## config.mk

```make
export PLATFORM = sky130hd
export DESIGN_NAME = apb_rr_arbiter
export DESIGN_NICKNAME = d
export VERILOG_FILES = /design/src/rtl/apb_pkg.sv /design/src/rtl/rr_picker.sv /design/src/rtl/apb_rr_arbiter.sv
export SDC_FILE = /design/constraint.sdc
export NUM_CORES = 1
export LEC_CHECK = 0
export ABC_AREA = 1
export BUFFER_PORTS_ARGS = -buffer_cell sky130_fd_sc_hd__clkbuf_2
export CORE_MARGIN = 8
export CORE_UTILIZATION = 35
export DETAILED_ROUTE_END_ITERATION = 7
export PLACE_DENSITY = 0.64
export SYNTH_ARGS = -nofsm -noshare
export SYNTH_HDL_FRONTEND = slang
export SYNTH_SLANG_ARGS = --single-unit
```

## constraint.sdc

```tcl
create_clock -name PCLK -period 2.9 [get_ports PCLK]
set_input_delay 0.435 -clock PCLK [delete_from_list [all_inputs] [get_ports PCLK]]
set_output_delay 0.435 -clock PCLK [all_outputs]
set_load 0.01 [all_outputs]
```

## src/rtl/apb_pkg.sv

```systemverilog
// Shared APB definitions: sequencer state encoding, default bus widths and
// the timeout counter width helper.
package apb_pkg;

    typedef enum logic [1:0] {
        IDLE   = 2'd0,
        SETUP  = 2'd1,
        ACCESS = 2'd2,
        DONE   = 2'd3
    } apb_state_t;

    localparam int APB_ADDR_W = 32;
    localparam int APB_DATA_W = 32;

    // Counter holds 0..TIMEOUT-1; never narrower than one bit.
    function automatic int tmo_cnt_w(input int timeout);
        return ($clog2(timeout) < 1) ? 1 : $clog2(timeout);
    endfunction

endpackage

```

## src/rtl/rr_picker.sv

```systemverilog
// Combinational round-robin picker: first set request bit at or above ptr,
// wrapping from N_REQ-1 back to 0.
module rr_picker #(
    parameter int N_REQ = 4,
    parameter int PTR_W = (N_REQ > 1) ? $clog2(N_REQ) : 1
) (
    input  logic [N_REQ-1:0] req,
    input  logic [PTR_W-1:0] ptr,
    output logic [N_REQ-1:0] winner,
    output logic [PTR_W-1:0] idx
);

    logic             found;
    logic [PTR_W-1:0] pos;

    always_comb begin
        winner = '0;
        idx    = '0;
        found  = 1'b0;
        pos    = '0;
        for (int i = 0; i < N_REQ; i++) begin
            pos = PTR_W'((int'(ptr) + i) % N_REQ);
            if (!found && req[pos]) begin
                found       = 1'b1;
                winner[pos] = 1'b1;
                idx         = pos;
            end
        end
    end

endmodule

```

## src/rtl/apb_rr_arbiter.sv

```systemverilog
// Round-robin arbiter that shares one APB master port among N_REQ requesters
// and runs the SETUP/ACCESS handshake on the winner's behalf.
module apb_rr_arbiter
    import apb_pkg::*;
#(
    parameter int N_REQ   = 4,
    parameter int ADDR_W  = APB_ADDR_W,
    parameter int DATA_W  = APB_DATA_W,
    parameter int TIMEOUT = 64
) (
    input  logic                       PCLK,
    input  logic                       PRESET,
    input  logic [N_REQ-1:0]           req,
    input  logic [N_REQ*ADDR_W-1:0]    req_addr,
    input  logic [N_REQ*DATA_W-1:0]    req_wdata,
    input  logic [N_REQ-1:0]           req_write,
    output logic [N_REQ-1:0]           gnt,
    output logic [N_REQ-1:0]           done,
    output logic [DATA_W-1:0]          rsp_rdata,
    output logic                       rsp_err,
    output logic                       PSEL,
    output logic                       PENABLE,
    output logic                       PWRITE,
    output logic [ADDR_W-1:0]          PADDR,
    output logic [DATA_W-1:0]          PWDATA,
    input  logic [DATA_W-1:0]          PRDATA,
    input  logic                       PREADY,
    input  logic                       PSLVERR
);

    localparam int PTR_W = $clog2(N_REQ);
    localparam int CNT_W = tmo_cnt_w(TIMEOUT);
    localparam logic [CNT_W-1:0] CNT_LAST = CNT_W'(TIMEOUT - 1);
    localparam logic [PTR_W-1:0] PTR_LAST = PTR_W'(N_REQ - 1);

    apb_state_t       state;
    logic [PTR_W-1:0] ptr;
    logic [CNT_W-1:0] cnt;
    logic [N_REQ-1:0] winner;
    logic [PTR_W-1:0] win_idx;
    logic [PTR_W-1:0] ptr_next;

    rr_picker #(
        .N_REQ (N_REQ),
        .PTR_W (PTR_W)
    ) u_picker (
        .req    (req),
        .ptr    (ptr),
        .winner (winner),
        .idx    (win_idx)
    );

    assign ptr_next = (win_idx == PTR_LAST) ? '0 : win_idx + PTR_W'(1);

    // PADDR/PWDATA/PWRITE double as the holding registers: loaded only at
    // grant, so they stay stable through SETUP/ACCESS and keep their value after.
    always_ff @(posedge PCLK) begin
        if (PRESET) begin
            state     <= IDLE;
            ptr       <= '0;
            cnt       <= '0;
            gnt       <= '0;
            done      <= '0;
            rsp_rdata <= '0;
            rsp_err   <= 1'b0;
            PSEL      <= 1'b0;
            PENABLE   <= 1'b0;
            PWRITE    <= 1'b0;
            PADDR     <= '0;
            PWDATA    <= '0;
        end else begin
            case (state)
                IDLE: begin
                    if (|req) begin
                        PADDR   <= req_addr[int'(win_idx)*ADDR_W +: ADDR_W];
                        PWDATA  <= req_wdata[int'(win_idx)*DATA_W +: DATA_W];
                        PWRITE  <= req_write[win_idx];
                        gnt     <= winner;
                        ptr     <= ptr_next;
                        PSEL    <= 1'b1;
                        PENABLE <= 1'b0;
                        state   <= SETUP;
                    end
                end
                SETUP: begin
                    PENABLE <= 1'b1;
                    cnt     <= '0;
                    state   <= ACCESS;
                end
                ACCESS: begin
                    cnt <= cnt + CNT_W'(1);
                    if (PREADY) begin
                        rsp_rdata <= PRDATA;
                        rsp_err   <= PSLVERR;
                        PSEL      <= 1'b0;
                        PENABLE   <= 1'b0;
                        done      <= gnt;
                        state     <= DONE;
                    end else if (cnt == CNT_LAST) begin
                        // Abort: report error with zeroed data.
                        rsp_rdata <= '0;
                        rsp_err   <= 1'b1;
                        PSEL      <= 1'b0;
                        PENABLE   <= 1'b0;
                        done      <= gnt;
                        state     <= DONE;
                    end
                end
                DONE: begin
                    done  <= '0;
                    gnt   <= '0;
                    cnt   <= '0;
                    state <= IDLE;
                end
                default: state <= IDLE;
            endcase
        end
    end

endmodule

```

==> summary.log <==
INFO  clocking       tritoncts_clock_tree=done
INFO  worst_setup_path crit-reg2reg-capture=PWDATA[6]$_SDFFE_PP0P_
INFO  clocking       cts-buffers-inserted=17
INFO  synth          postSynthNetCount=1604
INFO  timing         max_clock_freq=380MHz
INFO  placed_design  gp_congestion=0.877
INFO  synth          synth_top_area_share=0.309
INFO  grt            grt_util_met3=0.0604
INFO  synth          area_of_the_mapped_netlist=7650µm²
INFO  worst_setup_path critical_path_required=3.21ns
INFO  detailed_routing dr_total_vias=9266
INFO  die            design.die.area=26800µm²
INFO  timing         skew=0.0129ns
INFO  detailed_routing post_detailed_routing_wire_length=30200µm
INFO  grt            grt_overflow_total=0
INFO  power_and_ir_drop power.density_cell_area=1240nW/µm²
INFO  die            die-height=164µm
INFO  grt            grt_max_degree=132
INFO  grt            grt_first_pass_wirelength=46300µm
INFO  timing         maxSlewViolCount=0
INFO  synth          yosysUniqueCellTypes=32
INFO  die            die-width=164µm
INFO  die            core=21600µm²
INFO  placed_design  place.detailed.instances=1913
INFO  clocking       cts.path.max_buffers=2
INFO  worst_setup_path worst-setup-path-type=flip-flop to flip-flop
INFO  cells_and_area finalCoreUtilization=0.486
INFO  power_and_ir_drop worst_ir_drop_vdd=836µV
INFO  power_and_ir_drop p_total=13.0mW
INFO  placed_design  io_buffers=407
INFO  detailed_routing routed_wire_length_per_instance=15.5µm
INFO  die            placementRows=54
INFO  grt            grt_util_met2=0.380
INFO  worst_setup_path ff2ff_setup_slack=0.27ns
INFO  cells_and_area layout.nets=1967
INFO  placed_design  placedInstanceArea=9880µm²
INFO  worst_setup_path worst-path-max-fanout=66
INFO  timing         fin_hold_ws=0.253ns
INFO  clocking       clock_tree.htree_level_count=4
INFO  synth          post_synth_inst_count=1290
INFO  worst_setup_path worst_endpoint_data_arrival_time=2.94ns
INFO  placed_design  place_ws=0.205ns
INFO  synth          synth_seq_cells=118
INFO  outcome        status=completed
INFO  flow_run       number_of_maximum_capacitance_violations=0
INFO  detailed_routing ant_nets=0
INFO  worst_setup_path worstSetupEndpoint=PWDATA[6]$_SDFFE_PP0P_
INFO  cells_and_area fin_cells=1947
INFO  clocking       clock_latency_late_sink=0.41ns
INFO  timing         rsz_0062_raised_after_global_routing=false
INFO  timing         setup-violations-final=0
INFO  placed_design  dp_hpwl=22500µm
INFO  power_and_ir_drop static-leakage-power=6.09nW
INFO  hold_path      min-delay-path-class=input pin to flip-flop
INFO  cells_and_area area_growth=37.3%
INFO  clocking       clkTransAtPathRegs=0.06ns
INFO  timing         period_needed=2.63ns
INFO  worst_setup_path reg2reg_from=ptr[0]$_SDFFE_PP0P_
INFO  die            floorplan.io_pins=408
INFO  timing         timing_worst_slew_pin_value=0.757ns
INFO  detailed_routing dr.pass1.iters=5
INFO  synth          synth_area_leader_cell=sky130_fd_sc_hd__dfxtp_1
INFO  worst_setup_path logic_depth_of_the_worst_register_to_register_path=15
INFO  synth          synth.yosys.warnings=0
INFO  cells_and_area layout_cells_sized_above_1=0.288
INFO  grt            grt.met1_usage=0.238
INFO  timing         slew_headroom=0.495
INFO  grt            grt_pass1_vias=9169
INFO  synth          synth.area.top_cells=sky130_fd_sc_hd__dfxtp_1 (31%), sky130_fd_sc_hd__nand2_1 (24%), sky130_fd_sc_hd__nand3_1 (13%)
INFO  clocking       cts.sink_count=118
INFO  grt            globalRoute.busiestLayer=met2
INFO  detailed_routing detail_route.vias_per_cell=4.76
INFO  timing         timing.setup.tns=0ns
INFO  hold_path      hp-start=PRDATA[12]
INFO  timing         final_min_period_over_clock_period=0.908
INFO  synth          syn_avg_cell_area=5.93µm²
INFO  cells_and_area post-route-cell-area=10500µm²
INFO  worst_setup_path endpoint_kind=flip-flop
INFO  timing         hold_viol_final=0
INFO  synth          synth_seq_area_share=0.309
INFO  grt            grt_antenna_before_repair=1
INFO  worst_setup_path worst_setup_path_start_kind=flip-flop
INFO  die            initial_core_util=0.354
INFO  detailed_routing post-route-drc-count=0
INFO  timing         minimum_setup_slack_in_the_final_design=0.268ns
INFO  detailed_routing drtIter0Drc=688
INFO  grt            grt_use_total=0.213
INFO  worst_setup_path timing.critical_path.from=ptr[0]$_SDFFE_PP0P_
INFO  clocking       clockRootBuffer=sky130_fd_sc_hd__clkbuf_16
[worst max-delay path: stages, from the launching register on]
cell and delay, ns:
sky130_fd_sc_hd__dfxtp_1 0.34, sky130_fd_sc_hd__inv_2 0.10, sky130_fd_sc_hd__ha_1 0.37, sky130_fd_sc_hd__inv_1 0.10
sky130_fd_sc_hd__nand3_1 0.08, sky130_fd_sc_hd__nand2_1 0.15, sky130_fd_sc_hd__inv_2 0.07, sky130_fd_sc_hd__nor2_4 0.15
sky130_fd_sc_hd__nand2_1 0.11, sky130_fd_sc_hd__nand2_4 0.16, sky130_fd_sc_hd__buf_16 0.28, sky130_fd_sc_hd__nand3b_1 0.18
sky130_fd_sc_hd__nand3_1 0.15, sky130_fd_sc_hd__nand3_1 0.08, sky130_fd_sc_hd__nand2_1 0.09, sky130_fd_sc_hd__inv_1 0.03
[placed cells by master (no fill, tap or decap), types with 2 or more instances in the layout]
cell	n
sky130_fd_sc_hd__nand2_1	482
sky130_fd_sc_hd__clkbuf_2	407
sky130_fd_sc_hd__nand3_1	201
sky130_fd_sc_hd__inv_1	153
sky130_fd_sc_hd__dfxtp_1	118
sky130_fd_sc_hd__nor2_1	78
sky130_fd_sc_hd__nand3b_1	66
sky130_fd_sc_hd__a21oi_1	51
sky130_fd_sc_hd__clkbuf_16	18
sky130_fd_sc_hd__ha_1	14
sky130_fd_sc_hd__buf_4	14
sky130_fd_sc_hd__o21ai_0	8
sky130_fd_sc_hd__inv_6	6
sky130_fd_sc_hd__inv_2	5
sky130_fd_sc_hd__nor3_1	4
sky130_fd_sc_hd__inv_8	4
sky130_fd_sc_hd__buf_12	4
sky130_fd_sc_hd__clkinvlp_4	3
sky130_fd_sc_hd__nand2_2	2
sky130_fd_sc_hd__nand3_2	2
sky130_fd_sc_hd__nand2_4	2
sky130_fd_sc_hd__nor2_2	2
sky130_fd_sc_hd__nand4_1	2
sky130_fd_sc_hd__o2111ai_1	2
sky130_fd_sc_hd__nor4_1	2
sky130_fd_sc_hd__nor2_4	2
sky130_fd_sc_hd__a31oi_1	2
[registers in the layout, indices dropped and copies added, names as in the netlist]
register   flops
ptr            2
PADDR         32
cnt            6
done           4
state          2
PSEL           1
rsp_err        1
rsp_rdata     32
PENABLE        1
PWRITE         1
gnt            4
PWDATA        32
[cell usage after synthesis]
master and n:
sky130_fd_sc_hd__a211oi_1 1, sky130_fd_sc_hd__a21oi_1 51, sky130_fd_sc_hd__a21oi_2 1, sky130_fd_sc_hd__a31oi_1 2
sky130_fd_sc_hd__buf_1 10, sky130_fd_sc_hd__buf_2 34, sky130_fd_sc_hd__buf_4 7, sky130_fd_sc_hd__buf_6 1
sky130_fd_sc_hd__clkbuf_1 31, sky130_fd_sc_hd__dfxtp_1 118, sky130_fd_sc_hd__ha_1 14, sky130_fd_sc_hd__inv_1 153
sky130_fd_sc_hd__inv_2 5, sky130_fd_sc_hd__nand2_1 482, sky130_fd_sc_hd__nand2_2 4, sky130_fd_sc_hd__nand2_4 1
sky130_fd_sc_hd__nand3_1 201, sky130_fd_sc_hd__nand3_2 2, sky130_fd_sc_hd__nand3b_1 66, sky130_fd_sc_hd__nand4_1 2
sky130_fd_sc_hd__nand4_2 2, sky130_fd_sc_hd__nor2_1 79, sky130_fd_sc_hd__nor2_2 2, sky130_fd_sc_hd__nor2_4 1
sky130_fd_sc_hd__nor3_1 4, sky130_fd_sc_hd__nor4_1 2, sky130_fd_sc_hd__o2111ai_1 2, sky130_fd_sc_hd__o211a_1 1
sky130_fd_sc_hd__o21ai_0 8, sky130_fd_sc_hd__o21ai_1 1, sky130_fd_sc_hd__o221a_2 1, sky130_fd_sc_hd__o31ai_1 1
[what timing repair did]
item	CTS	global route
buffers inserted	0	0
hold buffers	0	0
setup endpoints to repair	0	17
resized for setup	0	2
[worst min-delay path by stage]
stage,to,depth (start not counted)
floorplan,cnt[1]$_SDFFE_PP0P_,2
global placement,rsp_rdata[5]$_SDFFE_PP0P_,2
detailed placement,rsp_rdata[22]$_SDFFE_PP0P_,2
CTS,rsp_rdata[12]$_SDFFE_PP0P_,3
global route,rsp_rdata[13]$_SDFFE_PP0P_,3
finish,rsp_rdata[12]$_SDFFE_PP0P_,3
[cell type report]
| cell class | instances | area [µm²] |
|---|---|---|
| flip-flops and latches | 118 | 2360 |
| clock buffers | 17 | 425 |
| fillers | 2296 | 11100 |
| repair buffers | 427 | 2270 |
| clock inverters | 15 | 155 |
| inverters | 158 | 593 |
| diodes | 1 | 2.50 |
| well taps | 280 | 350 |
| multi-input cells | 931 | 4340 |
[routing by layer]
layer	up-vias	share of wire
met4	0	0.027
li1	4757	-
met5	-	0
met2	347	0.49
met3	46	0.081
met1	4116	0.40
[power breakdown]
group | switching, mW | total [mW] | internal, mW | leakage [nW]
combinational | 5.68 | 8.62 | 2.94 | 4.85
sequential | 0.238 | 2.31 | 2.07 | 0.968
clock | 0.868 | 2.08 | 1.22 | 0.279
total | 6.79 | 13.0 | 6.23 | 6.09
[cells by family (layout without fill, tap and decap cells)]
family                     Yosys count  in the layout  synth area share
DFF                                118            118             0.309
and+or+nand+nor                    848            848             0.491
buffers and inverters              241            617             0.128
adders and majority gates           14             14            0.0229
AOI/OAI and AO/OA                   69             69            0.0491
other                                0              1                 0
No activity file was read; power rests on OpenSTA's default activity.
